**src/rtl/mux_sel_pkg.sv**
```systemverilog
// Shared definitions for the round-robin 2:1 mux select block:
// FSM state encoding and default parameter values.
package mux_sel_pkg;

    typedef enum logic [1:0] {
        IDLE   = 2'd0,
        GRANT0 = 2'd1,
        GRANT1 = 2'd2
    } state_t;

    localparam int MAX_HOLD_DEF = 4;
    localparam int CNT_W_DEF    = 3;

endpackage

```
**src/rtl/hold_counter.sv**
```systemverilog
// Counts consecutive cycles a grant has been held; saturates at MAX_HOLD-1
// so it never wraps, and flags that limit through at_max.
module hold_counter
    import mux_sel_pkg::*;
#(
    parameter int MAX_HOLD = MAX_HOLD_DEF,
    parameter int CNT_W    = CNT_W_DEF
) (
    input  logic             clk,
    input  logic             rst,
    input  logic             clr,
    input  logic             en,
    output logic [CNT_W-1:0] cnt,
    output logic             at_max
);

    logic [CNT_W-1:0] r_cnt;

    assign at_max = (r_cnt == CNT_W'(MAX_HOLD - 1));
    assign cnt    = r_cnt;

    always_ff @(posedge clk) begin
        if (rst || clr) begin
            r_cnt <= '0;
        end else if (en && !at_max) begin
            r_cnt <= r_cnt + 1'b1;
        end
    end

endmodule

```
**src/rtl/mux_rr_sel.sv**
```systemverilog
// Round-robin select generator for a downstream 2:1 mux with a per-grant
// hold limit and per-channel early release.
module mux_rr_sel
    import mux_sel_pkg::*;
#(
    parameter int MAX_HOLD = MAX_HOLD_DEF,
    parameter int CNT_W    = CNT_W_DEF
) (
    input  logic             clk,
    input  logic             rst,
    input  logic [1:0]       req,
    input  logic [1:0]       rel,
    output logic             s,
    output logic [1:0]       gnt,
    output logic             valid,
    output logic [CNT_W-1:0] hold_cnt,
    output logic [1:0]       dbg_state
);

    state_t r_state;
    logic   r_s;
    logic   r_last_gnt;

    state_t w_next;
    logic   w_end;
    logic   w_at_max;
    logic   w_clr;
    logic   w_en;

    // A grant ends on request drop, release or hold expiry; the other
    // channel takes over directly, otherwise an expired holder is re-granted.
    always_comb begin
        w_next = r_state;
        w_end  = 1'b0;
        case (r_state)
            IDLE: begin
                case (req)
                    2'b01:   w_next = GRANT0;
                    2'b10:   w_next = GRANT1;
                    2'b11:   w_next = r_last_gnt ? GRANT0 : GRANT1;
                    default: w_next = IDLE;
                endcase
            end
            GRANT0: begin
                w_end = !req[0] || rel[0] || w_at_max;
                if (w_end) begin
                    if (req[1])                 w_next = GRANT1;
                    else if (req[0] && !rel[0]) w_next = GRANT0;
                    else                        w_next = IDLE;
                end
            end
            GRANT1: begin
                w_end = !req[1] || rel[1] || w_at_max;
                if (w_end) begin
                    if (req[0])                 w_next = GRANT0;
                    else if (req[1] && !rel[1]) w_next = GRANT1;
                    else                        w_next = IDLE;
                end
            end
            default: w_next = IDLE;
        endcase
    end

    assign w_clr = w_end || (r_state == IDLE);
    assign w_en  = (r_state != IDLE) && !w_end;

    hold_counter #(
        .MAX_HOLD (MAX_HOLD),
        .CNT_W    (CNT_W)
    ) u_hold_counter (
        .clk    (clk),
        .rst    (rst),
        .clr    (w_clr),
        .en     (w_en),
        .cnt    (hold_cnt),
        .at_max (w_at_max)
    );

    // s only moves on entry to a grant, so it holds its value through IDLE.
    always_ff @(posedge clk) begin
        if (rst) begin
            r_state    <= IDLE;
            r_s        <= 1'b0;
            r_last_gnt <= 1'b1;
        end else begin
            r_state <= w_next;
            if (w_next == GRANT0) begin
                r_s        <= 1'b0;
                r_last_gnt <= 1'b0;
            end else if (w_next == GRANT1) begin
                r_s        <= 1'b1;
                r_last_gnt <= 1'b1;
            end
        end
    end

    assign gnt       = {r_state == GRANT1, r_state == GRANT0};
    assign valid     = (r_state == GRANT0) || (r_state == GRANT1);
    assign s         = r_s;
    assign dbg_state = r_state;

endmodule

```
**config.mk**
```make
export PLATFORM = sky130hd
export DESIGN_NAME = mux_rr_sel
export DESIGN_NICKNAME = d
export VERILOG_FILES = /design/src/rtl/mux_sel_pkg.sv /design/src/rtl/hold_counter.sv /design/src/rtl/mux_rr_sel.sv
export SDC_FILE = /design/constraint.sdc
export NUM_CORES = 1
export LEC_CHECK = 0
export CORE_ASPECT_RATIO = 1.1
export CORE_MARGIN = 5
export CORE_UTILIZATION = 30
export CTS_BUF_LIST = sky130_fd_sc_hd__clkbuf_2
export CTS_CLUSTER_SIZE = 10
export DETAILED_ROUTE_END_ITERATION = 6
export MAX_ROUTING_LAYER = met4
export SLEW_MARGIN = 20
export SYNTH_ARGS = -nofsm -noshare
export SYNTH_HDL_FRONTEND = slang
export SYNTH_SLANG_ARGS = --single-unit
```
**constraint.sdc**
```tcl
create_clock -name clk -period 4.7 [get_ports clk]
set_input_delay 0.94 -clock clk [delete_from_list [all_inputs] [get_ports clk]]
set_output_delay 0.94 -clock clk [all_outputs]
set_load 0.005 [all_outputs]
```
==> run summary <==
Status - completed
Post-CTS sizing - 0
Tmin final - 2.697 ns
Clock power frac - 0.251
Internal Power - 123.8 µW
Share of the synthesized area in the top cell type - 0.2523
Setup tns final - 0 ns
Critical path launch point - req[1]
Clock Root Buffer - clkbuf_2
Power Density - 247.3 mW/mm²
CP peak stage delay - 0.54 ns
Sw Pwr - 55.95 µW
Worst-path cell chain - clkdlybuf4s50_1 -> nor3b_2 -> mux2_2 -> a31o_2 -> ha_1 -> mux2i_1 -> nand2b_1
Ys async rst share - 0
IO Pins - 15
Syn-to-layout area delta - 30.86%
Post-route ant nets - 0
Pins Over Slew Limit - 0
DRT Wirelength - 1183 µm
Flop pwr share - 0.390
Clk sinks - 7
HPWL after DPL - 977.9 µm
Yosys warns - 0
Number of global-route vias before repair - 489
Initial DRC Count - 2
Routability cong. - 0.7492
Total power draw - 179.8 µW
Global-route wire length before repair - 1932 µm
Reg2Reg Launch Point - u_hold_counter.cnt[0]
FF+latch count, synth - 7
Clock Latency Late Sink - 0.23 ns
CTS Hold Bufs - 0
Most frequent cells in the layout - clkdlybuf4s50_1 (14), inv_1 (8), ha_1 (8)
Peak supply drop - 0.0001851 V
Final Hold Fails - 0
Kind of critical path - in2reg
Post-Synthesis Cell Area - 555.5 µm²
Post-Synthesis Cells - 60
Worst EP required - 4.83 ns
Core area - 0.001782 mm²
Synth area leader - dfxtp_1
Initial antenna violation count - 0
Synth Net Count - 74
Post-synth EDFFs - 0
Tot GR Track Use - 0.09572
Layout cell share with drive strength beyond 1 - 0.1558
Chip Width - 51.03 µm
Period utilization - 0.5739
Relative slew slack - 0.7333
Synth area leaders - dfxtp_1 (25%), ha_1 (18%), inv_1 (5.4%)
Synth Flop Type - dfxtp_1
Unique masters post-synth - 28
Clock skew - 0.01145 ns
Syn avg cell area - 9.259 µm²
Critical path endpoint category - flip-flop
Unrepaired setup endpoints after global routing - no
Initial Util - 0.3118
Vias per cell - 5.284
Sw Ratio - 0.3112
Grt ovf - 0
Die Area - 0.002813 mm²
Comb power frac - 0.359
Num rows - 16
Routed WL per cell - 12.45 µm
Max Clock Freq - 0.3707 GHz
Sequential-to-total area share from yosys stat - 0.2523
Delay-heaviest family, CP - multiplexers
CTS clk-pin slew, worst paths - 0.08 ns
Fillers - 173
Depth of the CTS H-tree - 1
Die span in y - 55.13 µm
Worst min-delay path class - reg2reg
Max cap viols - 0
Critical Path Source Type - input port
Worst Tran Pin Value - 0.4000 ns
Vias - 502
DRT Pass-1 Iters - 4
Largest net degree at the start of global routing - 11
Buffers on Ports - 14
Diode count - 0
Post-CTS setup buffer count - 0
Final net count - 92
Critical Path AT - 2.83 ns
DRC violations left - 0
Leak - 0.2838 nW
Most common cell after layout, fill and taps aside - clkdlybuf4s50_1
CP max FO - 5
CTS Buffer Depth - 2
# setup viols final - 0
Num CTS Buffers - 3
Crit path buf inv count - 1
Slowest CP cell - clkdlybuf4s50_1
Worst hold start - s
CTS tree - done
## synthesized netlist by cell type, types with 2 or more instances
| master | n |
|---|---|
| a211oi_1 | 3 |
| mux2i_1 | 2 |
| inv_1 | 8 |
| nand2_1 | 5 |
| mux2_2 | 2 |
| nor2_1 | 2 |
| dfxtp_1 | 7 |
| nand2b_1 | 2 |
| a31oi_1 | 2 |
| ha_1 | 8 |
| nor3b_2 | 2 |
## metal layers
layer	vias up	routed length, µm	part of all wire	GRT usage
met5	-	0	0	-
met4	0	21	0.018	0.04036
met3	4	81	0.068	0.04558
met2	12	599	0.51	0.1674
met1	236	481	0.41	0.09194
li1	250	-	-	-
## power by group through the flow
stage / logic [mW] / registers, mW / clock network (mW)
after CTS: 0.0651 / 0.0705 / 0.0466
after global placement: 0.0644 / 0.0719 / 0
after global routing: 0.0722 / 0.0715 / 0.0494
after floorplan: 0.0371 / 0.0713 / 0
after detailed placement: 0.0643 / 0.0719 / 0
final: 0.0645 / 0.0702 / 0.0451
## state kept, by name, indices dropped and copies added (netlist names)
register / cells
u_hold_counter.cnt: 3
dbg_state: 2
r_last_gnt: 1
s: 1
## worst reg2reg max path: stages (launching register included)
cell,delay (ns)
dfxtp_1,0.33
ha_1,0.21
ha_1,0.32
nor3b_2,0.24
mux2_2,0.38
a31o_2,0.25
ha_1,0.28
mux2i_1,0.17
nand2b_1,0.06
## final timing paths
kind,endpoint,slack (ns),cells after the start
worst min register to register,s,0.50,2
worst max register to register,r_last_gnt,2.37,8
worst min-delay path,s,0.50,2
worst max-delay path,r_last_gnt,2.00,7
## stage by stage
| stage | cell area, µm² | setup slack, ns | hold slack [ns] | cells | utilization |
|---|---|---|---|---|---|
| 2_1_floorplan | 555.5 | 2.346 | 0.4714 | 60 | - |
| 3_3_place_gp | 706.9 | 1.756 | 0.4856 | 91 | 0.3968 |
| 3_5_place_dp | 706.9 | 1.746 | 0.4845 | 91 | 0.3968 |
| 4_1_cts | 726.9 | 2.010 | 0.4980 | 95 | 0.4080 |
| 5_1_grt | 726.9 | 1.908 | 0.5186 | 95 | 0.4080 |
| 6_report | 726.9 | 2.003 | 0.4965 | 95 | 0.4080 |
## layout make-up
cell class | instances | area (µm²) | share of cell area
Multi-Input combinational cell | 44 | 374.1 | 0.5146
Sequential cell | 7 | 140.1 | 0.1928
Timing Repair Buffer | 14 | 140.1 | 0.1928
Inverter | 8 | 30.03 | 0.04131
Tap cell | 18 | 22.52 | 0.03098
Clock buffer | 4 | 20.02 | 0.02754
## kinds of logic after synthesis
group	after synthesis	share of synthesized area
XOR/XNOR	1	0.01577
AO/OA/AOI/OAI	14	0.2072
buffers and inverters	9	0.07433
adder cells (fa/ha/maj)	8	0.1802
flip-flops	7	0.2522
multiplexers	4	0.07658
AND/OR/NAND/NOR	17	0.1937
No activity file was read; power rests on OpenSTA's default activity.
